===== config.mk =====
export PLATFORM = sky130hd
export DESIGN_NAME = icache_refill_responder
export DESIGN_NICKNAME = d
export VERILOG_FILES = /design/src/rtl/icache_refill_responder.sv
export SDC_FILE = /design/constraint.sdc
export NUM_CORES = 1
export LEC_CHECK = 0
export ABC_AREA = 1
export BUFFER_PORTS_ARGS = -buffer_cell sky130_fd_sc_hd__buf_2
export CAP_MARGIN = 20
export CORE_ASPECT_RATIO = 0.6
export CORE_UTILIZATION = 45
export CTS_BUF_LIST = sky130_fd_sc_hd__clkbuf_2 sky130_fd_sc_hd__clkbuf_4 sky130_fd_sc_hd__clkbuf_8
export DETAILED_ROUTE_END_ITERATION = 7
export PLACE_DENSITY = 0.72
export RECOVER_POWER = 25
export SETUP_SLACK_MARGIN = 0.1
export SKIP_LAST_GASP = 1
export SLEW_MARGIN = 15
export SYNTH_ARGS = -nofsm -noshare
export SYNTH_HDL_FRONTEND = slang
export SYNTH_SLANG_ARGS = --single-unit

===== constraint.sdc =====
create_clock -name clk_i -period 1.35 [get_ports clk_i]
set_input_delay 0.3375 -clock clk_i [delete_from_list [all_inputs] [get_ports clk_i]]
set_output_delay 0.3375 -clock clk_i [all_outputs]
set_load 0.03 [all_outputs]

===== src/rtl/icache_refill_responder.sv =====
// Memory-side refill endpoint for the instruction cache: accepts one line request,
// waits a fixed latency, then streams the line critical-word-first with valid/ready.
module icache_refill_responder #(
  parameter int ADDR_W     = 32,
  parameter int DATA_W     = 64,
  parameter int LINE_BYTES = 16,
  parameter int LATENCY    = 4,
  parameter int MEM_BYTES  = 4096
) (
  input  logic              clk_i,
  input  logic              rst_ni,
  input  logic              req_valid_i,
  output logic              req_ready_o,
  input  logic [ADDR_W-1:0] req_addr_i,
  input  logic              kill_i,
  output logic              rsp_valid_o,
  input  logic              rsp_ready_i,
  output logic [DATA_W-1:0] rsp_data_o,
  output logic              rsp_last_o,
  output logic              rsp_err_o,
  output logic              busy_o
);

  localparam int BEAT_BYTES = DATA_W / 8;
  localparam int BEATS      = LINE_BYTES / BEAT_BYTES;
  localparam int LANES      = DATA_W / 32;
  localparam int OFF_W      = $clog2(LINE_BYTES);
  localparam int BOFF_W     = $clog2(BEAT_BYTES);
  localparam int IDX_W      = $clog2(BEATS);
  localparam int CNT_W      = (LATENCY > 1) ? $clog2(LATENCY) : 1;

  typedef enum logic [1:0] {
    ST_IDLE  = 2'd0,
    ST_WAIT  = 2'd1,
    ST_BURST = 2'd2
  } state_t;

  state_t             r_state;
  logic [CNT_W-1:0]   r_wait_cnt;
  logic [ADDR_W-1:0]  r_base;
  logic [IDX_W-1:0]   r_idx;
  logic [IDX_W-1:0]   r_cnt;
  logic               r_err;
  logic               r_rsp_valid;
  logic               r_rsp_last;
  logic               r_rsp_err;
  logic [DATA_W-1:0]  r_rsp_data;
  logic               r_busy;

  logic               w_req_ready;
  logic               w_accept;
  logic               w_beat_hs;
  logic               w_last_hs;
  logic               w_go_idle;
  logic [ADDR_W-1:0]  w_line_base;
  logic [IDX_W-1:0]   w_start_idx;
  logic               w_addr_err;
  logic [IDX_W-1:0]   w_nxt_idx;
  logic [DATA_W-1:0]  w_beat_data;
  logic               w_unused_addr;

  assign w_req_ready = (r_state == ST_IDLE) & ~kill_i;
  assign w_accept    = req_valid_i & w_req_ready;
  assign w_beat_hs   = r_rsp_valid & rsp_ready_i;
  assign w_last_hs   = (r_state == ST_BURST) & w_beat_hs & (r_cnt == IDX_W'(BEATS - 1));
  assign w_go_idle   = (r_state != ST_IDLE) & (kill_i | w_last_hs);

  assign w_line_base   = {req_addr_i[ADDR_W-1:OFF_W], {OFF_W{1'b0}}};
  assign w_start_idx   = req_addr_i[OFF_W-1:BOFF_W];
  assign w_addr_err    = (64'(req_addr_i) >= 64'(MEM_BYTES));
  assign w_unused_addr = &{1'b0, req_addr_i[BOFF_W-1:0]};

  // The first beat uses the latched start index; later beats wrap modulo BEATS
  // through the natural overflow of the index register.
  assign w_nxt_idx = (r_state == ST_BURST) ? (r_idx + IDX_W'(1)) : r_idx;

  for (genvar gi = 0; gi < LANES; gi++) begin : g_lane
    assign w_beat_data[32*gi +: 32] = 32'(r_base) + 32'(w_nxt_idx) * 32'(BEAT_BYTES) + 32'(4 * gi);
  end

  always_ff @(posedge clk_i or negedge rst_ni) begin
    if (!rst_ni) begin
      r_state     <= ST_IDLE;
      r_wait_cnt  <= '0;
      r_base      <= '0;
      r_idx       <= '0;
      r_cnt       <= '0;
      r_err       <= 1'b0;
      r_rsp_valid <= 1'b0;
      r_rsp_last  <= 1'b0;
      r_rsp_err   <= 1'b0;
      r_rsp_data  <= '0;
      r_busy      <= 1'b0;
    end else if (w_go_idle) begin
      r_state     <= ST_IDLE;
      r_rsp_valid <= 1'b0;
      r_rsp_last  <= 1'b0;
      r_rsp_err   <= 1'b0;
      r_rsp_data  <= '0;
      r_busy      <= 1'b0;
    end else begin
      case (r_state)
        ST_IDLE: begin
          if (w_accept) begin
            r_state    <= ST_WAIT;
            r_base     <= w_line_base;
            r_idx      <= w_start_idx;
            r_err      <= w_addr_err;
            r_cnt      <= '0;
            r_wait_cnt <= CNT_W'(LATENCY - 1);
            r_busy     <= 1'b1;
          end
        end
        ST_WAIT: begin
          if (r_wait_cnt == '0) begin
            r_state     <= ST_BURST;
            r_rsp_valid <= 1'b1;
            r_rsp_last  <= 1'b0;
            r_rsp_err   <= r_err;
            r_rsp_data  <= r_err ? '0 : w_beat_data;
          end else begin
            r_wait_cnt <= r_wait_cnt - CNT_W'(1);
          end
        end
        ST_BURST: begin
          if (w_beat_hs) begin
            r_idx      <= w_nxt_idx;
            r_cnt      <= r_cnt + IDX_W'(1);
            r_rsp_last <= (r_cnt == IDX_W'(BEATS - 2));
            r_rsp_data <= r_err ? '0 : w_beat_data;
          end
        end
        default: r_state <= ST_IDLE;
      endcase
    end
  end

  assign req_ready_o = w_req_ready;
  assign rsp_valid_o = r_rsp_valid;
  assign rsp_data_o  = r_rsp_data;
  assign rsp_last_o  = r_rsp_last;
  assign rsp_err_o   = r_rsp_err;
  assign busy_o      = r_busy;

endmodule


==> metrics.txt <==
Port Buf Inserts 97; MaxCap Viol Count 0; DRC 0; routed wire length 10,160 µm; RePlAce Congestion 0.8534; WP data required 1.60 ns; Slew Limit Fails 0; largest area contributor in the netlist dfrtp_1; pwr/cell area 2443 mW/mm²; Overflow after GRT 0; area added between synthesis and finish 59.31%; vias in the first global route 2,958; Clock Latency Late Sink 0.35 ns; Setup WS pre-CTS -0.1535 ns; total number of vias 3,310; row count 23; final setup vio count 68; Post-DP Area 0.003913 mm²; launch point of the worst hold path req_addr_i[4]; clock sink count 69; CP endpoint kind flip-flop; total power 13.07 mW; Detailed Place HPWL 5400 µm; Final period util 116.5%; Slew @ Worst Pin 0.6297 ns; Routed WL per cell 15.65 µm; Peak VDD IR 1.343 mV; final non-filler cell total 649; Die ar. 0.007824 mm²; Net count, final 583; fraction of layout cells with a size suffix above 1 46.27%; Placed Cells 588; Crit Path Max Fanout 8; Area contributors post-synth dfrtp_1 (51%), nand2_1 (12%), buf_4 (8.0%); Worst Hold Class input port to flip-flop; die width 113.5 µm; DIE HEIGHT 68.92 µm; Seq/Total Area, Yosys 51.42%; largest net degree at the start of global routing 70; Root Buffer clkbuf_8; Final Skew 0.007557 ns; CP Class flip-flop to flip-flop; effective utilization at floorplan 48.42%; flops & latches, synth 69; Mapped Area 0.003358 mm²; crit path launch type flip-flop; Final WS setup -0.2226 ns; H-tree levels 3; Worst setup startpoint r_state[0]; Inserted Diodes 0; DR iter-0 viols 358; clock share of power 16.1%; failing checks negative setup slack; io pins 106; switching portion of total power 42.67%; RSZ-0062 raised after global routing true; First-pass DRT Iterations 5; global-route wire length before repair 14,180 µm; Slew HR 58.02%; final worst path period need 1.573 ns; Gate power share 55.7%; switching pwr 5.577 mW; CTS tree done; design area 0.005350 mm²; vias per inst 5.100; initial antenna violation count 0; CTS Buf Count 9; Yosys cell types 24; ANT nets after route 0; most frequent cells in the layout nand2_1 (78), buf_6 (76), dfrtp_1 (67); Reg clk slew, reported paths 0.08 ns; final hold violation count 0; Seq pwr share 28.2%; outcome finished, violations left; area of the core 0.006935 mm²; leakage 2.886 nW; Sum Neg Setup Slack -9.816 ns; most common cell after layout, fill and taps aside nand2_1; Mapped Cells 413; Pint 7.492 mW; Synth top area share 51.42%; worst r2r src r_state[0]; maximum root-to-sink buffer count 2; Max Freq 635.9 MHz; gr usage total 24.09%; WP data arrival 1.82 ns; Yosys warnings 0; Avg Cell Area, Syn 8.131 µm²
[logic make-up (layout without fill, tap and decap cells)]
kind of cell    after synthesis  count (layout)  synth area share (%)
other cells                   1               5                0.1117
fa+ha+maj                     1               1                0.3725
buf+inv                     112             243                 17.06
flops                        69              69                 51.42
compound gates               35              35                 5.365
simple gates                195             196                 25.67
[critical path, cell delays in order (launching register included)]
cell and delay, ns:
dfrtp_2 0.45, buf_4 0.16, nor2_4 0.11, nand3_4 0.11
nand3_4 0.13, nand3_4 0.17, clkbuf_16 0.21, nand2_1 0.07
nand2_1 0.05
[synthesized netlist by cell type]
cell type	n
o21ai_0	17
nor2_1	37
nor3_1	1
nand2_1	108
inv_4	1
nand2_4	1
nand3_2	2
nor2_4	1
o21a_1	1
clkbuf_1	6
buf_4	36
inv_2	2
ha_1	1
nand4_1	34
nor2_2	1
o21ai_1	14
o211ai_1	1
nand3_1	9
nand2_2	1
a21oi_1	2
dfrtp_1	69
buf_2	12
inv_1	55
conb_1	1
[routing by layer]
| metal | GRT usage, % | vias to the layer above | share of wire, % | routed length (µm) |
|---|---|---|---|---|
| li1 | - | 1521 | - | - |
| met1 | 31.89 | 1578 | 43 | 4345 |
| met2 | 38.80 | 194 | 48 | 4848 |
| met3 | 7.517 | 17 | 7.9 | 806 |
| met4 | 6.414 | 0 | 1.5 | 155 |
| met5 | 0 | - | 0 | 0 |
[power groups by stage]
stage | Clock (mW) | Sequential (mW) | Combinational [mW]
4_1_cts | 2.11 | 3.57 | 6.56
3_3_place_gp | 0 | 3.39 | 4.84
3_5_place_dp | 0 | 3.42 | 4.90
2_1_floorplan | 0 | 4.32 | 2.99
6_report | 2.10 | 3.69 | 7.28
5_1_grt | 2.22 | 3.77 | 7.73
[area by class of cell]
cell class,instances,area [µm²]
repair buffers,167,1574
flip-flops and latches,69,1729
repair inverters,3,48.80
clock inverters,4,95.09
clock buffers,11,151.4
well taps,100,125.1
multi-input cells,237,1394
inverters,58,232.7
fillers,438,1585
[sequential cells by signal, summed over array words and instances, names as in the netlist]
register,flops
r_wait_cnt,2
r_base,28
r_err,1
r_idx,1
busy_o,1
rsp_err_o,1
rsp_data_o,30
r_state,2
r_cnt,1
rsp_last_o,1
rsp_valid_o,1
[through the flow]
| step | utilization, % | hold slack, ns |
|---|---|---|
| finish | 77.14 | 0.1880 |
| floorplan | - | 0.04191 |
| detailed placement | 56.41 | 0.3749 |
| CTS | 71.60 | 0.1994 |
| global route | 77.14 | 0.1949 |
| global placement | 56.41 | 0.3685 |
[final timing paths]
path / endpoint / slack [ns] / cells past startpoint
max: rsp_data_o[38] / -0.22 / 8
min: r_base[4] / 0.19 / 3
max reg2reg: rsp_data_o[38] / -0.22 / 8
min reg2reg: r_base[30] / 0.50 / 2
max in group asynchronous: r_state[0] / 0.22 / 3
min in group asynchronous: rsp_data_o[48] / 0.66 / 3
[timing repair]
action / CTS / global route
cloned: 6 / 3
buffers inserted: 24 / 14
hold buffers: 1 / 0
pin swaps: 3 / 8
setup endpoints to repair: 131 / 132
resized for setup: 161 / 84
endpoints found under the hold margin: 11 / 0
Note: power is estimated with default switching activity, not from simulation.
